===== config.mk =====
export PLATFORM = sky130hd
export DESIGN_NAME = arcade_text_renderer
export DESIGN_NICKNAME = d
export VERILOG_FILES = /design/src/rtl/arcade_font_pkg.sv /design/src/rtl/arcade_text_buffer.sv /design/src/rtl/arcade_text_renderer.sv
export SDC_FILE = /design/constraint.sdc
export NUM_CORES = 1
export LEC_CHECK = 0
export CORE_MARGIN = 2
export CORE_UTILIZATION = 50
export DETAILED_ROUTE_END_ITERATION = 10
export GPL_ROUTABILITY_DRIVEN = 0
export PLACE_DENSITY = 0.88
export SLEW_MARGIN = 25
export SYNTH_ARGS = -nofsm -noshare
export SYNTH_HDL_FRONTEND = slang
export SYNTH_SLANG_ARGS = --single-unit

===== constraint.sdc =====
create_clock -name clk -period 2.85 [get_ports clk]
set_clock_uncertainty 0.1 [all_clocks]
set_input_delay 0.285 -clock clk [delete_from_list [all_inputs] [get_ports clk]]
set_output_delay 0.285 -clock clk [all_outputs]
set_load 0.02 [all_outputs]

===== src/rtl/arcade_font_pkg.sv =====
// Shared constants and types for the arcade glyph ROM text overlay.
// The glyph address packs an 8-bit character code above an 8-bit glyph row.
package arcade_font_pkg;

    localparam int GLYPH_W    = 40;
    localparam int GLYPH_H    = 40;
    localparam int ROM_ADDR_W = 16;
    localparam int CHAR_W     = 8;
    localparam int RGB_W      = 12;

    localparam logic [CHAR_W-1:0] BLANK_CHAR = 8'h00;

    typedef enum logic {
        PHASE_HIDDEN  = 1'b0,
        PHASE_VISIBLE = 1'b1
    } blink_phase_e;

    typedef struct packed {
        logic [RGB_W-1:0] rgb;
        logic             hsync;
        logic             vsync;
        logic             de;
    } video_t;

    function automatic logic [ROM_ADDR_W-1:0] glyph_addr(input logic [CHAR_W-1:0] code,
                                                         input logic [5:0]        row);
        return {code, 2'b00, row};
    endfunction

endpackage


===== src/rtl/arcade_text_buffer.sv =====
// Character slot register file with one write port and one async read port,
// plus the text length register clamped to the buffer depth.
module arcade_text_buffer
    import arcade_font_pkg::*;
#(
    parameter int unsigned MAX_CHARS = 16
) (
    input  logic              clk,
    input  logic              rst_n,
    input  logic              wr_en,
    input  logic [3:0]        wr_idx,
    input  logic [CHAR_W-1:0] wr_char,
    input  logic              len_we,
    input  logic [4:0]        len_in,
    input  logic [3:0]        rd_idx,
    output logic [CHAR_W-1:0] rd_char,
    output logic [4:0]        text_len
);

    logic [CHAR_W-1:0] slot_q [MAX_CHARS];
    logic [CHAR_W-1:0] slot_d [MAX_CHARS];
    logic [4:0]        len_q;
    logic [4:0]        len_d;

    // Slots beyond MAX_CHARS simply never match, so out-of-range writes drop.
    always_comb begin
        for (int unsigned i = 0; i < MAX_CHARS; i++) begin
            slot_d[i] = slot_q[i];
            if (wr_en && wr_idx == 4'(i)) begin
                slot_d[i] = wr_char;
            end
        end
        len_d = len_q;
        if (len_we) begin
            len_d = (len_in > 5'(MAX_CHARS)) ? 5'(MAX_CHARS) : len_in;
        end
    end

    always_comb begin
        rd_char = BLANK_CHAR;
        for (int unsigned i = 0; i < MAX_CHARS; i++) begin
            if (rd_idx == 4'(i)) begin
                rd_char = slot_q[i];
            end
        end
    end

    always_ff @(posedge clk or negedge rst_n) begin
        if (!rst_n) begin
            for (int unsigned i = 0; i < MAX_CHARS; i++) begin
                slot_q[i] <= BLANK_CHAR;
            end
            len_q <= '0;
        end else begin
            for (int unsigned i = 0; i < MAX_CHARS; i++) begin
                slot_q[i] <= slot_d[i];
            end
            len_q <= len_d;
        end
    end

    assign text_len = len_q;

endmodule


===== src/rtl/arcade_text_renderer.sv =====
// Scan-line text overlay: sequences glyph ROM addresses with pixel/char counters
// and merges glyph pixels over the game video with a fixed 3-clock latency.
module arcade_text_renderer
    import arcade_font_pkg::*;
#(
    parameter int unsigned      TEXT_X       = 200,
    parameter int unsigned      TEXT_Y       = 220,
    parameter int unsigned      MAX_CHARS    = 16,
    parameter int unsigned      BLINK_FRAMES = 30,
    parameter logic [RGB_W-1:0] FG_COLOR     = 12'hFFF
) (
    input  logic                  clk,
    input  logic                  rst_n,
    input  logic [10:0]           hcount,
    input  logic [10:0]           vcount,
    input  logic                  de,
    input  logic                  hsync_in,
    input  logic                  vsync_in,
    input  logic [RGB_W-1:0]      rgb_in,
    input  logic                  wr_en,
    input  logic [3:0]            wr_idx,
    input  logic [CHAR_W-1:0]     wr_char,
    input  logic                  len_we,
    input  logic [4:0]            len_in,
    input  logic                  blink_en,
    output logic [ROM_ADDR_W-1:0] rom_addr,
    input  logic [GLYPH_W-1:0]    rom_data,
    output logic [RGB_W-1:0]      rgb_out,
    output logic                  hsync_out,
    output logic                  vsync_out,
    output logic                  de_out
);

    localparam int unsigned CNT_W = (BLINK_FRAMES > 1) ? $clog2(BLINK_FRAMES) : 1;

    logic [CHAR_W-1:0] cur_char;
    logic [4:0]        text_len;

    video_t       vid_in;
    video_t       vid_a_q, vid_a_d;
    video_t       vid_b_q, vid_b_d;
    video_t       vid_c_q, vid_c_d;
    logic [5:0]   px_a_q, px_a_d;
    logic [3:0]   char_idx_q, char_idx_d;
    logic         in_box_a_q, in_box_a_d;
    logic [5:0]   glyph_row_q, glyph_row_d;
    logic [5:0]   px_b_q, px_b_d;
    logic         in_box_b_q, in_box_b_d;
    logic         vsync_prev_q, vsync_prev_d;
    logic [CNT_W-1:0] blink_cnt_q, blink_cnt_d;
    blink_phase_e phase_q, phase_d;

    logic row_hit;
    logic run_start;
    logic last_px;
    logic last_char;
    logic frame_tick;
    logic [GLYPH_W-1:0] row_shifted;
    logic pixel_on;

    arcade_text_buffer #(
        .MAX_CHARS (MAX_CHARS)
    ) u_buffer (
        .clk      (clk),
        .rst_n    (rst_n),
        .wr_en    (wr_en),
        .wr_idx   (wr_idx),
        .wr_char  (wr_char),
        .len_we   (len_we),
        .len_in   (len_in),
        .rd_idx   (char_idx_q),
        .rd_char  (cur_char),
        .text_len (text_len)
    );

    assign vid_in = '{rgb: rgb_in, hsync: hsync_in, vsync: vsync_in, de: de};

    // Stage A: run control. Counters replace any divide of hcount by GLYPH_W.
    always_comb begin
        row_hit     = (vcount >= 11'(TEXT_Y)) && (vcount <= 11'(TEXT_Y + GLYPH_H - 1));
        glyph_row_d = 6'(vcount - 11'(TEXT_Y));
        run_start   = de && row_hit && (hcount == 11'(TEXT_X)) && (text_len != '0);
        last_px     = (px_a_q == 6'(GLYPH_W - 1));
        last_char   = ({1'b0, char_idx_q} + 5'd1) >= text_len;

        px_a_d      = px_a_q;
        char_idx_d  = char_idx_q;
        in_box_a_d  = in_box_a_q;
        vid_a_d     = vid_in;

        if (run_start) begin
            px_a_d     = '0;
            char_idx_d = '0;
            in_box_a_d = 1'b1;
        end else if (!de) begin
            in_box_a_d = 1'b0;
        end else if (in_box_a_q) begin
            if (last_px) begin
                px_a_d = '0;
                if (last_char) begin
                    in_box_a_d = 1'b0;
                end else begin
                    char_idx_d = char_idx_q + 4'd1;
                end
            end else begin
                px_a_d = px_a_q + 6'd1;
            end
        end
    end

    assign rom_addr = in_box_a_q ? glyph_addr(cur_char, glyph_row_q) : '0;

    // Stage B travels alongside the ROM's own read register.
    always_comb begin
        px_b_d     = px_a_q;
        in_box_b_d = in_box_a_q;
        vid_b_d    = vid_a_q;
    end

    // Shifting the row word left by px lands the selected pixel at the MSB.
    always_comb begin
        row_shifted = rom_data << px_b_q;
        pixel_on    = in_box_b_q && row_shifted[GLYPH_W-1] && (phase_q == PHASE_VISIBLE);
        vid_c_d     = vid_b_q;
        if (pixel_on) begin
            vid_c_d.rgb = FG_COLOR;
        end
    end

    always_comb begin
        frame_tick   = vsync_in && !vsync_prev_q;
        vsync_prev_d = vsync_in;
        blink_cnt_d  = blink_cnt_q;
        phase_d      = phase_q;
        if (!blink_en) begin
            blink_cnt_d = '0;
            phase_d     = PHASE_VISIBLE;
        end else if (frame_tick) begin
            if (blink_cnt_q == CNT_W'(BLINK_FRAMES - 1)) begin
                blink_cnt_d = '0;
                phase_d     = (phase_q == PHASE_VISIBLE) ? PHASE_HIDDEN : PHASE_VISIBLE;
            end else begin
                blink_cnt_d = blink_cnt_q + CNT_W'(1);
            end
        end
    end

    always_ff @(posedge clk or negedge rst_n) begin
        if (!rst_n) begin
            vid_a_q      <= '0;
            px_a_q       <= '0;
            char_idx_q   <= '0;
            in_box_a_q   <= 1'b0;
            glyph_row_q  <= '0;
            vid_b_q      <= '0;
            px_b_q       <= '0;
            in_box_b_q   <= 1'b0;
            vid_c_q      <= '0;
            vsync_prev_q <= 1'b0;
            blink_cnt_q  <= '0;
            phase_q      <= PHASE_VISIBLE;
        end else begin
            vid_a_q      <= vid_a_d;
            px_a_q       <= px_a_d;
            char_idx_q   <= char_idx_d;
            in_box_a_q   <= in_box_a_d;
            glyph_row_q  <= glyph_row_d;
            vid_b_q      <= vid_b_d;
            px_b_q       <= px_b_d;
            in_box_b_q   <= in_box_b_d;
            vid_c_q      <= vid_c_d;
            vsync_prev_q <= vsync_prev_d;
            blink_cnt_q  <= blink_cnt_d;
            phase_q      <= phase_d;
        end
    end

    assign rgb_out   = vid_c_q.rgb;
    assign hsync_out = vid_c_q.hsync;
    assign vsync_out = vid_c_q.vsync;
    assign de_out    = vid_c_q.de;

endmodule


### Word-level counts from Yosys, hierarchy flattened

Index checks and enable logic that the tools add are counted.

| storage, ports and cells | value |
|---|---|
| output and inout bits | 31 |
| input port bits | 99 |
| logic and storage cells | 156 |
| register bits after elaboration | 208 |

| operators by class | value |
|---|---|
| reduce and logical (&&, ||, !) cells | 33 |
| magnitude comparators | 4 |
| shift-type cells | 1 |
| mux-type cells | 40 |
| equal/unequal tests | 36 |
| add/subtract/negate cells | 5 |

Operators with widths:

| cell | count |
|---|---|
| $mux 8 | 16 |
| $eq 4x4->1 const B | 16 |
| $shl 40x6->40 | 1 |
| $eq 4x3->1 const B | 8 |
| $mux 6 | 4 |
| $logic_and 1x1->1 | 23 |
| $mux 4 | 5 |
| $mux 5 | 4 |
| $eq 4x2->1 const B | 4 |
| $mux 16 | 1 |
| $mux 12 | 1 |
| $eq 11x8->1 const B | 1 |
| $ge 11x8->1 const B | 1 |
| $le 11x9->1 const B | 1 |
| $mux 1 | 9 |
| $eq 4x1->1 const B | 2 |
| $logic_not 4->1 | 2 |
| $add 6x1->6 const B | 1 |
| $eq 6x6->1 const B | 1 |
| $reduce_bool 2->1 | 3 |
| $sub 6x5->6 const B | 1 |
| $add 4x1->5 const B | 1 |
| $add 5x1->5 const B | 1 |
| $eq 5x5->1 const B | 1 |
| 9 further kinds | 11 |

### Depth between registers and ports, before layout

| depth | value |
|---|---|
| depth after elaboration | 18 |
| depth in mapped cells | 10 |
| gate-level depth less buffers | 8 |

### By module

A second synthesis with hierarchy kept.

| second synthesis, totals | value |
|---|---|
| cells, all modules | 758 |
| area, all modules | 9,701.8 sq um |

Modules (own cells, without submodules):

| module | cells each | area an instance (sq um) | sequential area each (sq um) | times used |
|---|---|---|---|---|
| arcade_text_buffer | 500 | 6,490.0 | 3,328.2 | 1 |
| arcade_text_renderer | 258 | 3,211.8 | 1,878.1 | 1 |

### Least setup slack after synthesis

Ideal clock, no wire load.

| path | value |
|---|---|
| kind | flip-flop to flip-flop |
| start | register char_idx_q[0] |
| end | register char_idx_q[2] |
| data arrival time | 2.510 ns |
| setup time | 0.078 ns |
| data required time | 2.672 ns |
| setup slack | 0.162 ns |
| stages on the path, launching flop included | 11 |
| cell sequence | dfrtp_1 ha_1 clkbuf_1 clkbuf_1 xor2_1 ha_1 a21o_1 a31oi_1 o2111ai_1 or3_1 a21oi_1 |

| between the ends | value |
|---|---|
| longest elaborated chain between the ends | 6 |
| elaborated cells on any way between the ends | 10 |
| classes of those cells | add/sub (2); order compare (1); eq/ne (1); mux (5); reduce/logical (1) |

Ends and longest elaborated chain:

| what | line | source |
|---|---|---|
| start: declaration | arcade_text_renderer.sv:44 | `logic [3:0] char_idx_q, char_idx_d;` |
| start signal: assignment | arcade_text_renderer.sv:165 | `char_idx_q <= char_idx_d;` |
| parallel branches: the longest is 6 deep, another holds $add 4x1->5 | n/a |  |

Parallel ways; which one is timed is not known. The select of a mux whose other input is x is not followed.
A chain may end at the register's enable or synchronous reset.

### Final worst setup path

| path | value |
|---|---|
| start | register char_idx_q[0] |
| end | output rom_addr[13] |

| between the ends | value |
|---|---|
| longest elaborated chain between the ends | 18 |
| elaborated cells on any way between the ends | 33 |
| classes of those cells | eq/ne (15); mux (17); reduce/logical (1) |

Ends and longest elaborated chain:

| what | line | source |
|---|---|---|
| $logic_not 4->1 | arcade_text_buffer.sv:42 | `if (rd_idx == 4'(i)) begin` |
| $mux 8 (15 in series) | arcade_text_buffer.sv:42 |  |
| $mux 8 * | arcade_text_buffer.sv:42 |  |
| $mux 16 * | arcade_text_renderer.sv:111 | `assign rom_addr = in_box_a_q ? glyph_addr(cur_char, glyph_row_q) : '0;` |
| end: declaration | arcade_text_renderer.sv:26 | `output logic [ROM_ADDR_W-1:0] rom_addr,` |

Every way passes the cells marked *; elsewhere a longest branch is shown, timed or not.

==> summary by stage <==
Cells and area
In the layout the commonest cells are 204 x dfrtp_1, 128 x mux2_2, 118 x clkdlybuf4s50_1, 62 x buf_4, 44 x a21oi_1. The area growth from synthesis to layout is 33.9%. The final net count is 1074. In the final layout, the share of cells above drive strength 1 is 33.6%. After filler insertion, the fill cell instance count of the layout stands at 1154. The commonest non-fill, non-tap cell in the layout is dfrtp_1. The diode insertion count for antenna repair is 0.

Setup path
The required time of the critical path is 2470 ps. The worst flop-to-flop path startpoint is char_idx_q[0]$_DFFE_PN0P_. The worst reg-to-reg setup slack is -120 ps. The peak fanout along the critical path is 7. The critical path class is register to primary output.

The depth of the worst register-to-register path is 9. Data on the critical path arrives at its endpoint at 2670 ps. The critical path startpoint category is a register. The start point of the critical path is char_idx_q[0]$_DFFE_PN0P_.

The type of destination of the critical path is a primary output.

Clock network
The clock insertion delay at the later pin of the skew report is 510 ps. Clock-pin slew was measured on the worst setup and hold paths at 60 ps. In this run the number of H-tree levels came out at 1. The number of sinks on the clock net is 208.

The buffer levels on the longest clock path is 3. TritonCTS built the clock tree. Clock tree synthesis selected as its root buffer the cell clkbuf_16. The number of buffers created by CTS is 23.

STA
The maximum clock frequency is 328 MHz. The final setup violation count is 10. The max-slew violation total from the final report was 0. The minimum period implied by the final worst setup slack is 3050 ps. The actual slew at the worst max-slew pin is 898 ps. The hold violation total from the final report is 0. Setup repair after global routing could not meet its margin everywhere. The worst-case hold slack is 106 ps.

The worst slew margin relative to its limit is 39.9%. In the post-route analysis, the smallest setup slack over all paths is -203 ps. The share of the cycle needed by the critical path after routing is 107%.

Min path
Counting instances, the worst hold path has a depth of 1. The hold path startpoint is rgb_in[1]. The path category of the worst min-delay check is primary input to register.

GRT
The number of global-route vias before repair is 7974. Summed over all layers, the global routing overflow is 0. The wire length of the first global-routing pass is 44.9 mm. Entering global routing, the biggest net connects 80 pins. The total global routing track utilization is 28.6%. The initial antenna violation count was 0.

Yosys
The instance count of the mapped netlist is 782. The mapped netlist covers 9590 um^2. The number of enable-type register cells in the synthesized netlist is 0.

The count of warnings emitted by yosys is 0. The most common flop cell mapped by yosys is dfrtp_1. The unique cell type count in the Yosys netlist is between 60 and 70. Of all flip-flops after synthesis, the portion carrying an async set or reset was 100%. The average instance in the mapped netlist occupies 12.3 um^2. The share of the Yosys chip area taken by registers is a little over half. The synthesized design contains 208 register bits.

Detailed routing
The final route contains between 7000 and 8000 vias. Once detail routing completed, the nets flagged for antenna violations numbered 0. The count of TritonRoute iterations in the first routing pass is 6.

The number of DRC violations after detailed routing is 0. After detailed routing, the average wire length per cell comes to 24.4 um. The final layout contains routed wiring with a total length of 29.6 mm. In the routed layout, each cell is associated on average with a via count of 6.44. The detailed router's first-iteration violation count is 945.

Power and ir drop
The final total power is around 7.9 mW. The static power due to leakage is ~5.3 nW. In this run the power density over the cells is 614 nW/um^2. The worst ir drop on vdd is roughly 0.00036 V.

Floorplan
The initial core utilization is 51.1%. 130 I/O pins were placed. The floorplan step defined a die boundary enclosing between 20000 and 25000 um^2. The die is roughly 140 um tall.

The total area inside the core boundary comes to 18800 um^2. The floorplan step set the die width to 142 um. After floorplanning, the core was divided into 50 placement rows.

Flow run
Across the run, the number of max-cap violations was 0.

Run status
The run finished, with violations left. The checks that failed: negative setup slack.

Placed design
Detailed placement finished with a half-perimeter wire length of 17.8 mm. Port buffering added ~130 buffers.
## cell usage after synthesis, drive strengths merged, types with 6 or more instances
library cell  count  area share (%)
mux2i             6            0.63
clkbuf           36             1.4
a21o              8            0.63
nor4              6            0.46
o32ai             7            0.64
o221ai            8            0.73
nand2b           23             1.5
a2bb2oi           7            0.64
a221oi            8            0.73
inv              12            0.47
mux2            128              15
dfrtp           207              54
a21oi            63             3.3
mux4             10             2.7
nor3             11            0.57
a21bo             7            0.73
nand2            30             1.2
o21ai            30             1.6
and2              8            0.52
nand3b           16             1.3
o22ai            17             1.1
or3               6            0.39
nor2b            20             1.3
nor3b             9            0.70
nor2             24            0.94
buf               8            0.65
ha               14             1.8
nand3             8            0.42
## path summary, 6_finish.rpt
kind                                        endpoint
max                                     rom_addr[13]
min                             vid_a_q[4]$_DFF_PN0_
max reg2reg                char_idx_q[2]$_DFFE_PN0P_
min reg2reg                         de_out$_DFF_PN0_
max in group asynchronous        phase_q$_DFFE_PN1P_
min in group asynchronous       rgb_out[7]$_DFF_PN0_
## worst max-delay path, stage by stage (launching register included)
cell and delay [ps]:
dfrtp_2 490, inv_4 130, ha_4 200, and3b_2 340, buf_4 160, a2bb2oi_2 50, a21oi_1 290, o32ai_4 150
a21oi_2 190, buf_4 170
## routing by layer
| layer | routed length, um | track usage, % | vias up |
|---|---|---|---|
| met1 | 10600 | 35.9 | 3874 |
| met3 | 2780 | 6.12 | 159 |
| met4 | 1700 | 14.1 | 0 |
| met2 | 14500 | 47.1 | 540 |
| met5 | 0 | 0 | - |
| li1 | - | - | 3228 |
## kinds of logic after synthesis
family / synth area share (%)
other: 0.0391
AO/OA/AOI/OAI: 11.2
adder cells (fa/ha/maj): 1.83
multiplexers: 18.4
buffers and inverters: 2.71
AND/OR/NAND/NOR: 10.9
XOR/XNOR: 0.639
flip-flops: 54.3
## cell type report
type	count	area [um^2]	area share, %
Inverter	14	58.8	0.458
Multi-Input combinational cell	516	4600	35.8
Tap cell	234	293	2.28
Clock inverter	7	87.6	0.682
Sequential cell	208	5210	40.6
Timing Repair Buffer	198	1910	14.9
Clock buffer	34	677	5.27
## sequential cells by signal (all words and copies together), names as in the netlist, 4 cells and up
signal and flops:
blink_cnt_q 5, char_idx_q 4, glyph_row_q 6, px_a_q 6
px_b_q 6, rgb_out 12, u_buffer.slot_q 128, u_buffer.text_len 5
vid_a_q 14, vid_b_q 15
## report_power, final
part | switching (mW) | internal [mW]
Sequential | 0.371 | 3.43
Clock | 1.19 | 1.82
Combinational | 0.433 | 0.642
## per-stage QoR
stage	utilization (%)	setup TNS, ps	cells	setup WS [ps]	cell area [um^2]
6_report	68.4	-1090	1211	-203	12800
5_1_grt	68.4	-1650	1211	-234	12800
4_1_cts	67.4	0	1204	2.34	12700
2_1_floorplan	-	0	783	162	9590
3_3_place_gp	61.0	-219	1158	-57.0	11500
3_5_place_dp	61.0	-835	1158	-169	11500
## timing repair
item / in CTS / in global routing
gates resized for setup: 124 / 27
hold buffers: 1 / 0
cloned: 0 / 1
hold endpoints to repair: 75 / 0
setup buffers: 4 / 6
pin swaps: 22 / 18
endpoints found under the setup margin: 8 / 12
Note: power is estimated with default switching activity, not from simulation.
==> variant 1 (same flow settings) <==
Reset style: synchronous (`rst_n`), changed in 2 clocked blocks. Comments in the files are not updated.
--- a/src/rtl/arcade_text_buffer.sv
+++ b/src/rtl/arcade_text_buffer.sv
@@ -45,7 +45,7 @@
         end
     end
 
-    always_ff @(posedge clk or negedge rst_n) begin
+    always_ff @(posedge clk) begin
         if (!rst_n) begin
             for (int unsigned i = 0; i < MAX_CHARS; i++) begin
                 slot_q[i] <= BLANK_CHAR;
--- a/src/rtl/arcade_text_renderer.sv
+++ b/src/rtl/arcade_text_renderer.sv
@@ -145,7 +145,7 @@
         end
     end
 
-    always_ff @(posedge clk or negedge rst_n) begin
+    always_ff @(posedge clk) begin
         if (!rst_n) begin
             vid_a_q      <= '0;
             px_a_q       <= '0;
Formal check against the unedited RTL: differs if rst_n is asserted again (counterexample within 4 cycles, from zero or initial values and one cycle with rst_n low); with rst_n held inactive, the same outputs for 10 cycles.
==> variant 1 against the unedited design <==
  * The flow still finishes with violations (setup timing)
  * Via count is 5.4% higher
  * Register-to-register slack better by 0.24 ns
  * Routed wire length is 8.1% lower
  * Design area is 3.2% lower
  * Area after synthesis is 2.0% higher
  * Setup slack better by 0.031 ns
  * Synthesized cell count is 30% higher
  * Sequential cell count stayed put
  * Critical path type unchanged
  * Highest routed layer unchanged
Power is not compared: it rests on default switching activity, and its combinational part moved more than twofold at a synthesized area within 25%.
==> variant 1: results (changes against the unedited design) <==
setup_path:
  reg2reg_setup_slack_ns: 0.12  # was -0.12 ns
  cp_max_fo: 8  # was 7
  slowest_stage: "dfxtp_4"  # was dfrtp_2
  arrival_ns: 2.64  # was 2.67 ns
  r2r_end: "char_idx_q[2]"  # unchanged
  crit_start: "char_idx_q[1]"  # was char_idx_q[0]
  reg2reg_from: "char_idx_q[0]"  # unchanged
layout:
  drive_above_1_share: 0.145  # was 0.336
  area_growth_pct: 27.1  # was 33.9%
status:
  failed_checks: "setup timing"  # unchanged
  status: "finished with violations"  # unchanged
route:
  dr.pass1.iters: 8  # was 6
  dr_wl_met2_um: 13100  # was 14500 µm
  post_drt_wl_per_cell_um: 19.2  # was 24.4 µm
  avgViaCountPerCell: 5.82  # was 6.44
  dr_wl_met3_um: 2140  # was 2780 µm
  drt-total-wl_um: 27200  # was 29600 µm
hold_path:
  whs_endpoint: "phase_q"  # was vid_a_q[4]
  hp-start: "rst_n"  # was rgb_in[1]
timing:
  setup_viol: 6  # was 10
  setup_ws_ns: -0.172  # was -0.203 ns
  fin_tns_setup_ns: -0.552  # was -1.09 ns
  relSlewSlack: 0.381  # was 0.399
  whs_ns: 0.0693  # was 0.106 ns
global_route:
  grt_util_met2: 0.425  # was 0.471
  grt_max_degree: 163  # was 80
  met3_usage: 0.0467  # was 0.0612
  use_met1: 0.294  # was 0.359
synth:
  synth_area_per_cell_um2: 9.63  # was 12.3 µm²
  synth_area_leaders: "dfxtp_1, mux2i_1, nor2b_1"  # was dfrtp_1, mux2_2, a21oi_1
  ys_seq_area_frac: 0.426  # was 0.543
  async_reset_ff_frac: 0  # was 1.00
  yosys_most_used_dff: "dfxtp_1"  # was dfrtp_1
placement:
  dp_hpwl_um: 17300  # was 17800 µm
  dpl-instance-area_mm2: 0.0113  # was 0.0115 mm²
  dp_cells: 1367  # was 1158
  dp_worst_setup_slack_ns: -0.177  # was -0.169 ns
clocking:
  cts_setup_buffers: 0  # was 4
  post_cts_resized: 58  # was 124
power_and_ir_drop:
  p_total_mw: 6.25
## variant 1: cell types whose count changed in the layout (fill, tap and decap cells not counted), moves of 21 or more
| cell | change |
|---|---|
| and2_1 | +51 |
| buf_4 | -21 |
| dfrtp_1 | -204 |
| dfxtp_1 | +206 |
| mux2_2 | -123 |
| mux2i_1 | +128 |
| nor2b_1 | +130 |
## variant 1: logic make-up (layout without fill, tap and decap cells)
family	count (synthesis)	after routing	synth area share
AO/OA/AOI/OAI	166	166	0.121
flip-flops	208	208	0.426
buffers and inverters	90	222	0.0390
AND/OR/NAND/NOR	377	377	0.225
other	1	2	0.000384
multiplexers	145	145	0.158
XOR/XNOR	14	14	0.0125
adder cells (fa/ha/maj)	14	14	0.0179
## variant 1: cell type report
cell class	instances	area share
Clock inverter	8	0.00624
Timing Repair Buffer	170	0.131
Tap cell	265	0.0267
Clock buffer	29	0.0514
Sequential cell	208	0.336
Inverter	15	0.00503
Multi-Input combinational cell	718	0.444
==> variant 2 (config.mk and constraints unchanged) <==
Without the edit above. Set the parameter `BLINK_FRAMES` to 60 (it was 30).
--- a/src/rtl/arcade_text_renderer.sv
+++ b/src/rtl/arcade_text_renderer.sv
@@ -6,7 +6,7 @@
     parameter int unsigned      TEXT_X       = 200,
     parameter int unsigned      TEXT_Y       = 220,
     parameter int unsigned      MAX_CHARS    = 16,
-    parameter int unsigned      BLINK_FRAMES = 30,
+    parameter int unsigned      BLINK_FRAMES = 60,
     parameter logic [RGB_W-1:0] FG_COLOR     = 12'hFFF
 ) (
     input  logic                  clk,
Function: same outputs for any inputs over 10 cycles, from zero or initial values and one cycle with rst_n low; that may be too few to reach the edited logic, so the function may still have changed.
==> variant 2 against the unedited design <==
  * Die area rose by 0.50%
  * Critical path depth did not move
  * Setup slack improved by 0.11 ns
  * Area after synthesis rose by 0.51%
  * Routed wire length fell by 10%
  * Sequential share of layout area rose by 1.1 points
  * First-iteration DRC count fell by 13%
  * The run still ends with setup timing left
  * Design area fell by 2.2%
  * Fmax rose by 3.8%
  * Sequential cell count rose by 1
  * Highest routed layer unchanged
  * Clock power fell by 6%
  * Total power fell by 3.2%
==> variant 2: results (changes against the unedited design) <==
status:
  status: "finished with violations"  # unchanged
  failed_checks: "setup timing"  # unchanged
setup_path:
  slowest_stage: "dfrtp_1"  # was dfrtp_2
  cp_max_fo: 9  # was 7
timing:
  setup_ws_ns: -0.0909  # was -0.203 ns
  tightest_slew_ns: 0.912  # was 0.898 ns
  setup_viol: 8  # was 10
layout:
  drive_above_1_share: 0.301  # was 0.336
  final_nets: 1061  # was 1074
global_route:
  met3_usage: 0.0493  # was 0.0612
  grt_max_degree: 87  # was 80
  grt_pass1_wl_um: 41000  # was 44900 µm
  grt_pass1_vias: 7634  # was 7974
  use_met1: 0.338  # was 0.359
power_and_ir_drop:
  p_comb_frac: 0.131  # was 0.136
  irDropWorstVdd_mv: 0.625  # was 0.363 mV
  pwr-share-seq: 0.496  # was 0.482
  p_leak_nw: 5.24  # was 5.33 nW
  p_int_mw: 5.76  # was 5.89 mW
synth:
  synth_xor_xnor_area_share: 0.00636  # was 0.00639
  synth_mux_area_frac: 0.184  # about the same
  synthTopCellsByCount: "dfrtp_1, mux2_2, a21oi_1"  # unchanged
  synth_fa_ha_area_frac: 0.0169  # was 0.0183
  synth-compound-area-share: 0.114  # was 0.112
  yosysUniqueCellTypes: 60  # was 61
route:
  drt-initial-drc-count: 820  # was 945
  dr_wl_met3_um: 1890  # was 2780 µm
  dr_wl_met2_um: 12900  # was 14500 µm
  drt-total-wl_um: 26500  # was 29600 µm
placement:
  dp_hpwl_um: 17700  # was 17800 µm
clocking:
  numCtsBuffers: 22  # was 23
==> variant 2: cell count changes after synthesis, sizes merged, moves of 2 or more <==
cell,before,now
a21oi,63,61
a31oi,2,4
nor2,24,22
nor2b,20,23
nor4,6,4
o31ai,1,3
==> variant 2: through the flow <==
stage	std cells	setup slack (ns)	setup TNS [ns]	cell area, µm²	hold WS (ns)
6_report	1223	-0.0909	-0.462	12500	0.126
5_1_grt	1223	-0.164	-1.08	12500	0.127
4_1_cts	1221	-0.0654	-0.179	12400	0.113
3_5_place_dp	1172	-0.183	-1.00	11400	0.236
3_3_place_gp	1172	-0.116	-0.423	11400	0.232
2_1_floorplan	785	0.161	0	9640	-0.111
==> variant 2: cell families (layout without fill, tap and decap cells) <==
family	after synthesis	after routing
flip-flops	209	209
AND/OR/NAND/NOR	178	178
AO/OA/AOI/OAI	172	172
multiplexers	145	145
buffers and inverters	59	237
adder cells (fa/ha/maj)	13	13
XOR/XNOR	7	7
other	1	2
==> variant 2: path summary, 6_finish.rpt <==
check                           endpoint  slack, ns  cells past startpoint     startpoint
hold / removal                vid_a_q[9]       0.13                      1      rgb_in[6]
max in group asynchronous     vid_a_q[5]       1.50                      3          rst_n
hold reg to reg                   de_out       0.25                      0     vid_b_q[0]
setup reg to reg           char_idx_q[1]       0.16                     11  char_idx_q[1]
setup / recovery            rom_addr[12]      -0.09                      9  char_idx_q[1]
min in group asynchronous     vid_b_q[2]       0.31                      2          rst_n
==> variant 2: final cells by class <==
type                            instances  area share
Clock buffer                           31      0.0530
Sequential cell                       209       0.417
Multi-Input combinational cell        517       0.353
Tap cell                              260      0.0259
Clock inverter                          7     0.00499
Inverter                               14     0.00439
Timing Repair Buffer                  185       0.142
